File: src/rtl/wishbone_dma_if.sv
// Pipelined Wishbone bundle shared by the CPU config path and the DMA copy path.
// The master drives requests and write data; the slave drives responses and read data.
interface wishbone_interface;
    logic        cyc;
    logic        stb;
    logic [31:0] adr;
    logic [3:0]  sel;
    logic        we;
    logic [31:0] dat_mosi;
    logic [31:0] dat_miso;
    logic        ack;
    logic        stall;
    logic        err;

    modport master (
        output cyc, stb, adr, sel, we, dat_mosi,
        input  dat_miso, ack, stall, err
    );

    modport slave (
        input  cyc, stb, adr, sel, we, dat_mosi,
        output dat_miso, ack, stall, err
    );
endinterface

File: src/rtl/wishbone_dma.sv
// Memory-to-memory word copy engine: CPU programs SRC/DST/LEN/CTRL over a slave window,
// and the engine copies one word at a time over its own Wishbone master port.
module wishbone_dma #(
    parameter logic [31:0] ADDRESS = 32'h0,
    parameter logic [31:0] SIZE    = 32'h10
) (
    input  logic              clk,
    input  logic              rst_n,
    wishbone_interface.slave  config_port,
    wishbone_interface.master dma_port,
    output logic              interrupt
);

    typedef enum logic [2:0] {StIdle, StRdReq, StRdWait, StWrReq, StWrWait} state_e;

    state_e      state_q;
    logic [31:0] src_q, dst_q, len_q;
    logic        busy_q, done_q, error_q, irq_en_q;

    logic        cfg_ack_q;
    logic [31:0] cfg_rdata_q;

    logic        m_cyc_q, m_stb_q, m_we_q;
    logic [31:0] m_adr_q, m_dat_q;
    logic [3:0]  m_sel_q;

    logic [31:0] offset;
    logic        in_window, cfg_req, cfg_wr, start_req;
    logic [1:0]  reg_idx;
    logic [31:0] rdata;

    assign offset    = config_port.adr - ADDRESS;
    assign in_window = offset < SIZE;
    assign reg_idx   = offset[3:2];
    assign cfg_req   = config_port.cyc & config_port.stb;
    assign cfg_wr    = cfg_req & config_port.we & (config_port.sel == 4'hF) & in_window;
    assign start_req = cfg_wr & (reg_idx == 2'd3) & config_port.dat_mosi[0] & ~busy_q;

    always_comb begin
        rdata = '0;
        if (in_window) begin
            case (reg_idx)
                2'd0:    rdata = src_q;
                2'd1:    rdata = dst_q;
                2'd2:    rdata = len_q;
                default: rdata = {27'd0, irq_en_q, error_q, done_q, busy_q, 1'b0};
            endcase
        end
    end

    // Slave side never stalls: every request is answered exactly one cycle later.
    always_ff @(posedge clk or negedge rst_n) begin
        if (!rst_n) begin
            cfg_ack_q   <= 1'b0;
            cfg_rdata_q <= '0;
        end else begin
            cfg_ack_q <= cfg_req;
            if (cfg_req) begin
                cfg_rdata_q <= rdata;
            end
        end
    end

    assign config_port.ack      = cfg_ack_q;
    assign config_port.dat_miso = cfg_rdata_q;
    assign config_port.stall    = 1'b0;
    assign config_port.err      = 1'b0;

    // Register writes come first so that hardware updates later in this block win over W1C.
    always_ff @(posedge clk or negedge rst_n) begin
        if (!rst_n) begin
            state_q  <= StIdle;
            src_q    <= '0;
            dst_q    <= '0;
            len_q    <= '0;
            busy_q   <= 1'b0;
            done_q   <= 1'b0;
            error_q  <= 1'b0;
            irq_en_q <= 1'b0;
            m_cyc_q  <= 1'b0;
            m_stb_q  <= 1'b0;
            m_we_q   <= 1'b0;
            m_adr_q  <= '0;
            m_sel_q  <= '0;
            m_dat_q  <= '0;
        end else begin
            if (cfg_wr && !busy_q) begin
                case (reg_idx)
                    2'd0:    src_q <= {config_port.dat_mosi[31:2], 2'b00};
                    2'd1:    dst_q <= {config_port.dat_mosi[31:2], 2'b00};
                    2'd2:    len_q <= config_port.dat_mosi;
                    default: ;
                endcase
            end
            if (cfg_wr && reg_idx == 2'd3) begin
                if (config_port.dat_mosi[2]) done_q  <= 1'b0;
                if (config_port.dat_mosi[3]) error_q <= 1'b0;
                irq_en_q <= config_port.dat_mosi[4];
            end

            case (state_q)
                StIdle: begin
                    if (start_req) begin
                        if (len_q != 32'd0) begin
                            busy_q  <= 1'b1;
                            state_q <= StRdReq;
                            m_cyc_q <= 1'b1;
                            m_stb_q <= 1'b1;
                            m_we_q  <= 1'b0;
                            m_adr_q <= src_q;
                            m_sel_q <= 4'hF;
                        end else begin
                            done_q <= 1'b1;
                        end
                    end
                end
                StRdReq: begin
                    if (!dma_port.stall) begin
                        m_stb_q <= 1'b0;
                        state_q <= StRdWait;
                    end
                end
                StRdWait: begin
                    if (dma_port.err) begin
                        m_cyc_q <= 1'b0;
                        m_stb_q <= 1'b0;
                        m_we_q  <= 1'b0;
                        m_sel_q <= '0;
                        busy_q  <= 1'b0;
                        error_q <= 1'b1;
                        state_q <= StIdle;
                    end else if (dma_port.ack) begin
                        m_dat_q <= dma_port.dat_miso;
                        m_stb_q <= 1'b1;
                        m_we_q  <= 1'b1;
                        m_adr_q <= dst_q;
                        state_q <= StWrReq;
                    end
                end
                StWrReq: begin
                    if (!dma_port.stall) begin
                        m_stb_q <= 1'b0;
                        state_q <= StWrWait;
                    end
                end
                StWrWait: begin
                    if (dma_port.err) begin
                        m_cyc_q <= 1'b0;
                        m_stb_q <= 1'b0;
                        m_we_q  <= 1'b0;
                        m_sel_q <= '0;
                        busy_q  <= 1'b0;
                        error_q <= 1'b1;
                        state_q <= StIdle;
                    end else if (dma_port.ack) begin
                        src_q <= src_q + 32'd4;
                        dst_q <= dst_q + 32'd4;
                        len_q <= len_q - 32'd1;
                        if (len_q == 32'd1) begin
                            m_cyc_q <= 1'b0;
                            m_we_q  <= 1'b0;
                            m_sel_q <= '0;
                            busy_q  <= 1'b0;
                            done_q  <= 1'b1;
                            state_q <= StIdle;
                        end else begin
                            m_stb_q <= 1'b1;
                            m_we_q  <= 1'b0;
                            m_adr_q <= src_q + 32'd4;
                            state_q <= StRdReq;
                        end
                    end
                end
                default: state_q <= StIdle;
            endcase
        end
    end

    assign dma_port.cyc      = m_cyc_q;
    assign dma_port.stb      = m_stb_q;
    assign dma_port.we       = m_we_q;
    assign dma_port.adr      = m_adr_q;
    assign dma_port.sel      = m_sel_q;
    assign dma_port.dat_mosi = m_dat_q;

    assign interrupt = irq_en_q & (done_q | error_q);

endmodule

File: src/flat_wrapper.sv
// flat-port wrapper written by rule: the top's interface ports become plain ports
module wishbone_dma_flat 
#(
    parameter logic [31:0] ADDRESS = 32'h0,
    parameter logic [31:0] SIZE    = 32'h10
)
  (clk, rst_n, interrupt, config_port_cyc, config_port_stb, config_port_adr, config_port_sel, config_port_we, config_port_dat_mosi, config_port_dat_miso, config_port_ack, config_port_stall, config_port_err, dma_port_cyc, dma_port_stb, dma_port_adr, dma_port_sel, dma_port_we, dma_port_dat_mosi, dma_port_dat_miso, dma_port_ack, dma_port_stall, dma_port_err);
  wishbone_interface config_port_i ();
  wishbone_interface dma_port_i ();
  input  logic clk;
  input  logic rst_n;
  output logic interrupt;
  input wire logic [$bits(config_port_i.cyc)-1:0] config_port_cyc;
  input wire logic [$bits(config_port_i.stb)-1:0] config_port_stb;
  input wire logic [$bits(config_port_i.adr)-1:0] config_port_adr;
  input wire logic [$bits(config_port_i.sel)-1:0] config_port_sel;
  input wire logic [$bits(config_port_i.we)-1:0] config_port_we;
  input wire logic [$bits(config_port_i.dat_mosi)-1:0] config_port_dat_mosi;
  output wire logic [$bits(config_port_i.dat_miso)-1:0] config_port_dat_miso;
  output wire logic [$bits(config_port_i.ack)-1:0] config_port_ack;
  output wire logic [$bits(config_port_i.stall)-1:0] config_port_stall;
  output wire logic [$bits(config_port_i.err)-1:0] config_port_err;
  output wire logic [$bits(dma_port_i.cyc)-1:0] dma_port_cyc;
  output wire logic [$bits(dma_port_i.stb)-1:0] dma_port_stb;
  output wire logic [$bits(dma_port_i.adr)-1:0] dma_port_adr;
  output wire logic [$bits(dma_port_i.sel)-1:0] dma_port_sel;
  output wire logic [$bits(dma_port_i.we)-1:0] dma_port_we;
  output wire logic [$bits(dma_port_i.dat_mosi)-1:0] dma_port_dat_mosi;
  input wire logic [$bits(dma_port_i.dat_miso)-1:0] dma_port_dat_miso;
  input wire logic [$bits(dma_port_i.ack)-1:0] dma_port_ack;
  input wire logic [$bits(dma_port_i.stall)-1:0] dma_port_stall;
  input wire logic [$bits(dma_port_i.err)-1:0] dma_port_err;
  assign config_port_i.cyc = config_port_cyc;
  assign config_port_i.stb = config_port_stb;
  assign config_port_i.adr = config_port_adr;
  assign config_port_i.sel = config_port_sel;
  assign config_port_i.we = config_port_we;
  assign config_port_i.dat_mosi = config_port_dat_mosi;
  assign config_port_dat_miso = config_port_i.dat_miso;
  assign config_port_ack = config_port_i.ack;
  assign config_port_stall = config_port_i.stall;
  assign config_port_err = config_port_i.err;
  assign dma_port_cyc = dma_port_i.cyc;
  assign dma_port_stb = dma_port_i.stb;
  assign dma_port_adr = dma_port_i.adr;
  assign dma_port_sel = dma_port_i.sel;
  assign dma_port_we = dma_port_i.we;
  assign dma_port_dat_mosi = dma_port_i.dat_mosi;
  assign dma_port_i.dat_miso = dma_port_dat_miso;
  assign dma_port_i.ack = dma_port_ack;
  assign dma_port_i.stall = dma_port_stall;
  assign dma_port_i.err = dma_port_err;
  wishbone_dma #(.ADDRESS(ADDRESS), .SIZE(SIZE)) u_core (.clk(clk), .rst_n(rst_n), .config_port(config_port_i), .dma_port(dma_port_i), .interrupt(interrupt));
endmodule
File: config.mk
export PLATFORM = sky130hd
export DESIGN_NAME = wishbone_dma_flat
export DESIGN_NICKNAME = d
export VERILOG_FILES = /design/src/rtl/wishbone_dma_if.sv /design/src/rtl/wishbone_dma.sv /design/src/flat_wrapper.sv
export SDC_FILE = /design/constraint.sdc
export NUM_CORES = 1
export LEC_CHECK = 0
export CAP_MARGIN = 20
export CELL_PAD_IN_SITES_DETAIL_PLACEMENT = 1
export CELL_PAD_IN_SITES_GLOBAL_PLACEMENT = 1
export CORE_MARGIN = 2
export CORE_UTILIZATION = 44
export DETAILED_ROUTE_END_ITERATION = 8
export GPL_ROUTABILITY_DRIVEN = 1
export HOLD_SLACK_MARGIN = 0.05
export PLACE_DENSITY = 0.83
export SYNTH_ARGS = -nofsm -noshare
export SYNTH_HDL_FRONTEND = slang
export SYNTH_SLANG_ARGS = --single-unit
File: constraint.sdc
create_clock -name clk -period 4.4 [get_ports clk]
set_input_delay 1.32 -clock clk [delete_from_list [all_inputs] [get_ports clk]]
set_output_delay 1.32 -clock clk [all_outputs]
set_load 0.005 [all_outputs]
==> out/qor.csv <==
metric;value;unit
Post-synth EDFFs;0;
initial antenna violation count;2;
Slowest-stage cell, CP;nor3_1;
CTS tree;done;
max_slew headroom;30.2;%
Crit Reg-Reg Startpoint;u_core.len_q[0];
overall die area;28800;µm²
clk sinks;202;
Die Wd;170;µm
clk buf depth;3;
I/O Pins;215;
flop2flop setup slack;1.39;ns
Pre-antenna DRT Iters;6;
fin crit share;82.4;%
Final Cell Area;15500;µm²
vias per inst;6.78;
layout cells sized above 1;9.51;%
total wire length;48800;µm
Starting Density;44.9;%
GRT Util Overall;33.7;%
most used cell, CP;buf_4;
hold path startpoint;u_core.dma_port.dat_mosi[4];
clock root buffer;clkbuf_16;
Yosys cell types;82;
first-pass GRT wire length;75400;µm
Setup crit start kind;primary input;
Synth warnings;0;
GRT overflow;0;
Die Y;170;µm
wire per inst;26.9;µm
Rows;60;
worst r2r path cells;9;
CP bufs+invs;3;
worst hold endpoint;u_core.dma_port.dat_mosi[4];
postcts setup bufs;0;
Critical R2R Capture;u_core.dma_port.adr[10];
Post-Syn Area;12100;µm²
top cells by count, synth;202 x dfrtp_1, 101 x nand2_1, 86 x clkbuf_1;
Slew @ Worst Pin;1.04;ns
Reg power frac;38.7;%
# nets final;1570;
Lkg Pwr;6.55;nW
status;completed;
Core Util, Final;57.4;%
DR vias;12299;
Clk pwr share;31.1;%
Seq/Total Area, Yosys;41.8;%
Crit Path Category;in2reg;
largest net degree at the start of global routing;97;
CP Cell Sequence;clkdlybuf4s50_1 -> nor4_1 -> nand4_1 -> buf_4 -> nor3_1 -> buf_4 -> and3_1 -> mux2_2;
Area after DPL;14700;µm²
HPWL after detailed placement;34400;µm
CTS resizes;0;
hold crit path type;reg2reg;
Synth Area per Inst;9.43;µm²
most frequent cell after synthesis;dfrtp_1;
I/O Buffers;210;
switching share of power;31.3;%
Yosys reg bits;202;
worst skew pair latency;0.54;ns
H-tree depth;1;
vias in the first global route;12769;
post-route insts no fill;1813;
routability cong.;0.902;
area share of the largest cell type after synthesis;41.8;%
Antenna diodes;0;
Core Area;27000;µm²
RSZ-0062 raised after global routing;false;
Area Growth Syn to Fin;27.8;%
Synth async-reset ratio;100;%
# setup viols final;0;
switching power;2.02;mW
pwr/cell area;417;nW/µm²
Final Skew;0.0156;ns
antenna-violating nets left;0;
combinational share of power;30.2;%
Top delay family on crit path;simple AND/OR/NAND/NOR gates;
clk slew on worst S/H paths;0.05;ns
crit path DAT;4.04;ns
detailed router's first-iteration violation count;1357;
number of cells after detailed placement;1772;
final hold vios;0;
Req. time, crit path;4.81;ns
Setup WS pre-CTS;0.331;ns
number of max-cap violations;0;
Min-Delay Path Depth;1;
CP Capture Type;register;
DRC violations left;0;
PnR worst setup slack;0.774;ns
Syn Inst Count;1283;
Max Clock Freq;276;MHz
Largest stage delay, worst path;0.56;ns
internal power;4.44;mW
Synth area leader;dfrtp_1;
top_reg_cell synth;dfrtp_1;
CTS buffer count;25;
max-slew violations;0;
setup TNS;0;ns
VDD IR-drop max;0.254;mV
CTS Hold Bufs;0;
largest cells by area after synthesis;dfrtp_1 42%, mux2i_1 4.2%, mux2_1 3.6%, o21ai_0 3.1%, nand2_1 3.1%;
crit-path max FO;10;
Tmin final;3.63;ns
-- through the flow --
| step | power (mW) | hold slack [ns] |
|---|---|---|
| final | 6.45 | 0.481 |
| after global routing | 6.73 | 0.499 |
| after CTS | 6.47 | 0.489 |
| after detailed placement | 4.46 | 0.477 |
| after global placement | 4.37 | 0.464 |
| after floorplan | 3.36 | 0.471 |
-- metal layers --
metal  GRT usage [%]  part of all wire (%)  vias up
met1            42.3                    39     6202
met4            16.1                   5.5        2
met3            6.18                   7.7      176
met5               0                 0.027        -
met2            56.5                    48      654
li1                -                     -     5265
-- sequential cells by signal, indices dropped and copies added, names as in the netlist, 3 cells and up, named ones only --
name	count
u_core.config_port.dat_miso	32
u_core.dma_port.adr	32
u_core.dma_port.dat_mosi	32
u_core.dst_q	32
u_core.len_q	32
u_core.src_q	32
u_core.state_q	3
-- worst max-delay path by stage --
stage / from / endpoint / slack, ns / cells past startpoint
after floorplan: config_port_adr[28] / u_core.dma_port.adr[0] / 0.97 / 7
after global placement: config_port_adr[28] / u_core.irq_en_q / 0.40 / 8
after detailed placement: config_port_adr[28] / u_core.irq_en_q / 0.33 / 8
after CTS: config_port_adr[28] / u_core.irq_en_q / 0.85 / 8
after global routing: config_port_adr[28] / u_core.len_q[17] / 0.66 / 8
final: config_port_adr[28] / u_core.irq_en_q / 0.77 / 8
-- cell usage in the layout (no fill, tap or decap), types with 13 or more instances in the layout --
cell             instances
and3_1                  15
mux2_1                  39
a31oi_1                 17
nor4_1                  35
a21oi_1                 50
clkbuf_16               25
nor2_1                  55
mux2_4                  18
or3_1                   17
and4_1                  14
nand3_1                 52
mux2i_1                 51
buf_4                   38
a221o_1                 16
or4_1                   14
inv_1                   39
nor3_1                  53
dfrtp_1                202
nand4_1                 33
clkdlybuf4s50_1        208
o21ai_1                 15
o21ai_0                 76
a22o_1                  37
o211ai_1                13
nand2_1                100
-- power by group through the flow --
| stage | clock [mW] | combinational [mW] | sequential [mW] |
|---|---|---|---|
| 2_1_floorplan | 0 | 0.926 | 2.43 |
| 3_3_place_gp | 0 | 1.88 | 2.49 |
| 3_5_place_dp | 0 | 1.93 | 2.52 |
| 4_1_cts | 2.03 | 1.95 | 2.49 |
| 5_1_grt | 2.10 | 2.09 | 2.54 |
| 6_report | 2.01 | 1.95 | 2.50 |
-- layout make-up --
| cell class | count | area, µm² |
|---|---|---|
| inverters | 40 | 150 |
| repair buffers | 257 | 2570 |
| fillers | 3007 | 11500 |
| clock inverters | 4 | 48.8 |
| clock buffers | 37 | 731 |
| flip-flops and latches | 202 | 5050 |
| multi-input cells | 932 | 6480 |
| well taps | 341 | 427 |
-- kinds of logic (layout without fill, tap and decap cells) --
| family | after synthesis | in the layout | share of synthesized area, % |
|---|---|---|---|
| compound gates | 358 | 358 | 20.7 |
| xor+xnor | 8 | 8 | 0.579 |
| fa+ha+maj | 4 | 4 | 0.414 |
| buf+inv | 150 | 338 | 5.16 |
| flops | 202 | 202 | 41.8 |
| mux | 115 | 115 | 11.1 |
| other cells | 1 | 2 | 0.0310 |
| simple gates | 445 | 445 | 20.2 |
No activity file was read; power rests on OpenSTA's default activity.
